[src/rtl/mcu51_int_ctrl.sv]
// rtl/mcu51_int_ctrl.sv - MCU51 interrupt arbiter/scheduler with two-level nesting and RETI release
module mcu51_int_ctrl #(
    parameter int          N_SRC      = 5,
    parameter logic [15:0] VEC_BASE   = 16'h0003,
    parameter int          VEC_STRIDE = 8
) (
    input  logic             CLK,
    input  logic             reset,
    input  logic [7:0]       ie,
    input  logic [7:0]       ip,
    input  logic [N_SRC-1:0] src_req,
    input  logic             hold_off,
    output logic             irq,
    output logic [15:0]      irq_vec,
    input  logic             irq_ack,
    output logic [N_SRC-1:0] ack_src,
    input  logic             reti,
    output logic [1:0]       in_svc
);

    localparam int IDX_W = (N_SRC > 1) ? $clog2(N_SRC) : 1;

    typedef enum logic [1:0] {
        ST_IDLE = 2'd0,
        ST_PEND = 2'd1,
        ST_ACK  = 2'd2
    } state_t;

    state_t             state_q, state_d;
    logic               irq_q, irq_d;
    logic [15:0]        vec_q, vec_d;
    logic [IDX_W-1:0]   idx_q, idx_d;
    logic               lvl_q, lvl_d;
    logic [1:0]         svc_q, svc_d;

    logic [N_SRC-1:0]   elig, hi_cand, lo_cand, pick;
    logic               win_valid, win_hi;
    logic [IDX_W-1:0]   win_idx;
    logic [15:0]        win_vec;
    logic               unused_bits;

    assign unused_bits = ^{ie, ip};

    // A high-level source may preempt low service; nothing preempts high service.
    always_comb begin
        elig      = {N_SRC{ie[7]}} & ie[N_SRC-1:0] & src_req;
        hi_cand   = elig & ip[N_SRC-1:0] & {N_SRC{~svc_q[1]}};
        lo_cand   = elig & ~ip[N_SRC-1:0] & {N_SRC{svc_q == 2'b00}};
        win_hi    = |hi_cand;
        win_valid = win_hi | (|lo_cand);
        pick      = win_hi ? hi_cand : lo_cand;
        win_idx   = '0;
        for (int i = N_SRC - 1; i >= 0; i--) begin
            if (pick[i]) win_idx = IDX_W'(i);
        end
        win_vec   = VEC_BASE + 16'(VEC_STRIDE) * 16'(win_idx);
    end

    always_comb begin
        state_d = state_q;
        irq_d   = irq_q;
        vec_d   = vec_q;
        idx_d   = idx_q;
        lvl_d   = lvl_q;
        svc_d   = svc_q;

        // RETI release is applied before any same-cycle in-service set.
        if (reti) begin
            if (svc_d[1]) svc_d[1] = 1'b0;
            else          svc_d[0] = 1'b0;
        end

        case (state_q)
            ST_IDLE: begin
                if (win_valid && !hold_off) begin
                    state_d = ST_PEND;
                    irq_d   = 1'b1;
                    vec_d   = win_vec;
                    idx_d   = win_idx;
                    lvl_d   = win_hi;
                end
            end
            ST_PEND: begin
                if (irq_ack) begin
                    state_d = ST_ACK;
                    irq_d   = 1'b0;
                    if (lvl_q) svc_d[1] = 1'b1;
                    else       svc_d[0] = 1'b1;
                end else if (win_valid) begin
                    vec_d = win_vec;
                    idx_d = win_idx;
                    lvl_d = win_hi;
                end else begin
                    state_d = ST_IDLE;
                    irq_d   = 1'b0;
                end
            end
            ST_ACK: begin
                state_d = ST_IDLE;
            end
            default: begin
                state_d = ST_IDLE;
                irq_d   = 1'b0;
            end
        endcase
    end

    always_comb begin
        ack_src = '0;
        for (int i = 0; i < N_SRC; i++) begin
            ack_src[i] = (state_q == ST_ACK) && (idx_q == IDX_W'(i));
        end
    end

    always_ff @(posedge CLK or posedge reset) begin
        if (reset) begin
            state_q <= ST_IDLE;
            irq_q   <= 1'b0;
            vec_q   <= 16'h0000;
            idx_q   <= '0;
            lvl_q   <= 1'b0;
            svc_q   <= 2'b00;
        end else begin
            state_q <= state_d;
            irq_q   <= irq_d;
            vec_q   <= vec_d;
            idx_q   <= idx_d;
            lvl_q   <= lvl_d;
            svc_q   <= svc_d;
        end
    end

    assign irq     = irq_q;
    assign irq_vec = vec_q;
    assign in_svc  = svc_q;

endmodule

[config.mk]
export PLATFORM = sky130hd
export DESIGN_NAME = mcu51_int_ctrl
export DESIGN_NICKNAME = d
export VERILOG_FILES = /design/src/rtl/mcu51_int_ctrl.sv
export SDC_FILE = /design/constraint.sdc
export NUM_CORES = 1
export LEC_CHECK = 0
export CELL_PAD_IN_SITES_DETAIL_PLACEMENT = 1
export CELL_PAD_IN_SITES_GLOBAL_PLACEMENT = 1
export CORE_UTILIZATION = 29
export CTS_BUF_LIST = sky130_fd_sc_hd__clkbuf_8
export DETAILED_ROUTE_END_ITERATION = 8
export PLACE_DENSITY_LB_ADDON = 0.1
export SLEW_MARGIN = 20
export SYNTH_ARGS = -nofsm -noshare
export SYNTH_HDL_FRONTEND = slang
export SYNTH_SLANG_ARGS = --single-unit
[constraint.sdc]
create_clock -name CLK -period 4.5 [get_ports CLK]
set_input_delay 1.125 -clock CLK [delete_from_list [all_inputs] [get_ports CLK]]
set_output_delay 1.125 -clock CLK [all_outputs]
set_load 0.01 [all_outputs]
==> run metrics <==
outcome completed; RSZ-0062 raised after global routing no; CTS Sinks 10; Max Freq about 0.34 GHz; CTS tree done; fill count roughly 330; I/O pin cnt 50; grt ovf 0; full die area 3080 µm²; Slew Viols, Final 0; Peak VDD IR roughly 0.19 mV; crit path cell chain clkdlybuf4s50_1 -> nand3_1 -> or3b_2 -> nand4_2 -> nor2_1 -> a221oi_1 -> o31ai_1; H-tree depth 1; top_reg_cell synth dfrtp_1; CP max-delay cell clkdlybuf4s50_1; Max-Cap Viols 0; CTS buffer count 3; Crit path depth 7; final setup violation count 0; area delta synth->final 43.4%; hold depth 1; register bit total from synthesis 10; Clock transition at path regs roughly 50 ps; leakage power around 0.00051 µW; post-synth top area share between 30% and 40%; number of global-route vias before repair a little under 800; DRT Pass-1 Iters 4; DRT antenna net count 0; R2R depth 6; Crit Path Class in -> reg; GP Congestion between 0.8 and 0.9; WP data required 4600 ps; Worst setup EP type flip-flop; CORE AREA 2730 µm²; Hold WC Path Type reg -> reg; crit path time final 2970 ps; CP startpoint kind primary input; routed vias/inst 4.84; cell with the most instances after synthesis buf_4; Initial DRC Count 12; Post-Syn Instances about 90; DP HPWL ~1.7 mm; largest net degree at the start of global routing 11; hold_buf cts 0; Util after Layout between 40% and 50%; Ys Warns 0; Net count, final ~150; Syn Area/Cell approximately 9 µm²; EDFF count, synth 0; top cells by area, synth dfrtp_1, buf_4, o31ai_4; # diodes 0; TNS Setup 0 ps; CP Max Fanout 5; power per cell area around 340 nW/µm²; CP peak stage delay ~570 ps; Cell variety after synth 36; worst hold slack approximately 480 ps; DR WL/cell between 10 and 15 µm; Commonest cells post-synth buf_4, dfrtp_1, nand2_1; final wirelength about 2.1 mm; die height between 50 and 60 µm; via count 755; drt drc 0; Buf+Inv Stages, Crit Path 1; GRT Util Overall between 10% and 20%; initial core utilization between 30 and 40%; cell area after synthesis 830 µm²; ys async rst share 100%; clock latency at the later pin of the worst-skew pair about 230 ps; Root Driver clkbuf_8; CP top delay family simple AND/OR/NAND/NOR gates; Multi-input gate area 493 µm²; final worst path period share between 60% and 70%; total power ~410 µW; post-synthesis sequential area ratio 30.2%; chip width between 50 and 60 µm; Worst Skew 2.22 ps; share of cells above drive strength 1 between 10% and 20%; initial antenna violation count 0; cts repair resizes 0; row count 19; Post-CTS Setup Bufs 0; Worst EP arrival around 3100 ps; first-pass GRT wire length 3.64 mm; Synth area leader dfrtp_1; Port Buffers 33; Max clock buf depth 2; Register Area between 200 and 300 µm²; final hold vios 0
==> area by class of cell <==
type | instances | area share (%)
Clock buffer | 4 | 4.63
Inverter | 6 | 1.89
Multi-Input combinational cell | 72 | 41.4
Sequential cell | 10 | 21.0
Tap cell | 31 | 3.26
Timing Repair Buffer | 33 | 27.8
==> stage by stage <==
| step | instance area [µm²] | std cells | setup slack (ps) |
|---|---|---|---|
| final | 1190 | 156 | 1530 |
| after global routing | 1190 | 156 | 1390 |
| after CTS | 1190 | 156 | 1490 |
| after detailed placement | 1130 | 152 | 1250 |
| after global placement | 1130 | 152 | 1310 |
| after floorplan | 867 | 101 | 2100 |
==> placed cells by master, fill, tap and decap left out, types with 2 or more instances in the layout <==
cell type        instances
clkdlybuf4s50_1         33
conb_1                  11
dfrtp_1                 10
nand2_1                  8
nand3_1                  6
inv_1                    6
nor2_1                   6
or3b_2                   4
o21ai_0                  4
clkbuf_8                 4
nand3_2                  2
or3_4                    2
o31ai_4                  2
and2_1                   2
o31ai_1                  2
nor3_1                   2
nand2b_1                 2
==> sequential cells by signal (all words and copies together), names as in the netlist <==
name	cells
irq_vec	1
in_svc	2
idx_q	3
irq	1
state_q	2
lvl_q	1
==> metal layers <==
metal  vias up  routed length (µm)  share of wire (%)  GRT usage [%]
met1       351                 935                 44           18.4
met5         -                   0                  0              0
met2        26                1060                 50           25.8
met4         0                  20               0.95           6.07
met3         2                  86                4.1           4.22
li1        376                   -                  -              -
==> power breakdown <==
group | switching, µW | leakage (µW) | internal, µW
logic | 72.9 | 0.000350 | 84.2
registers | 25.7 | 0.000128 | 113
clock network | 35.5 | 0.0000288 | 76.9
total | 134 | 0.000506 | 274
==> cells by family (layout without fill, tap and decap cells) <==
kind of cell | after synthesis | count (layout) | share of synthesized area (%)
other | 1 | 11 | 0.452
AND/OR/NAND/NOR | 44 | 44 | 34.7
AO/OA/AOI/OAI | 17 | 17 | 19.8
buffers and inverters | 19 | 43 | 14.9
flip-flops | 10 | 10 | 30.2
==> final timing paths <==
check	to	slack [ps]	from
setup reg to reg	lvl_q	2510	in_svc[1]
max in group asynchronous	irq_vec[1]	3040	reset
min in group asynchronous	irq	1180	reset
setup / recovery	idx_q[0]	1530	ie[7]
hold / removal	irq_vec[1]	480	irq_vec[1]
hold reg to reg	irq_vec[1]	480	irq_vec[1]
Power figures use the tool's default switching activity.
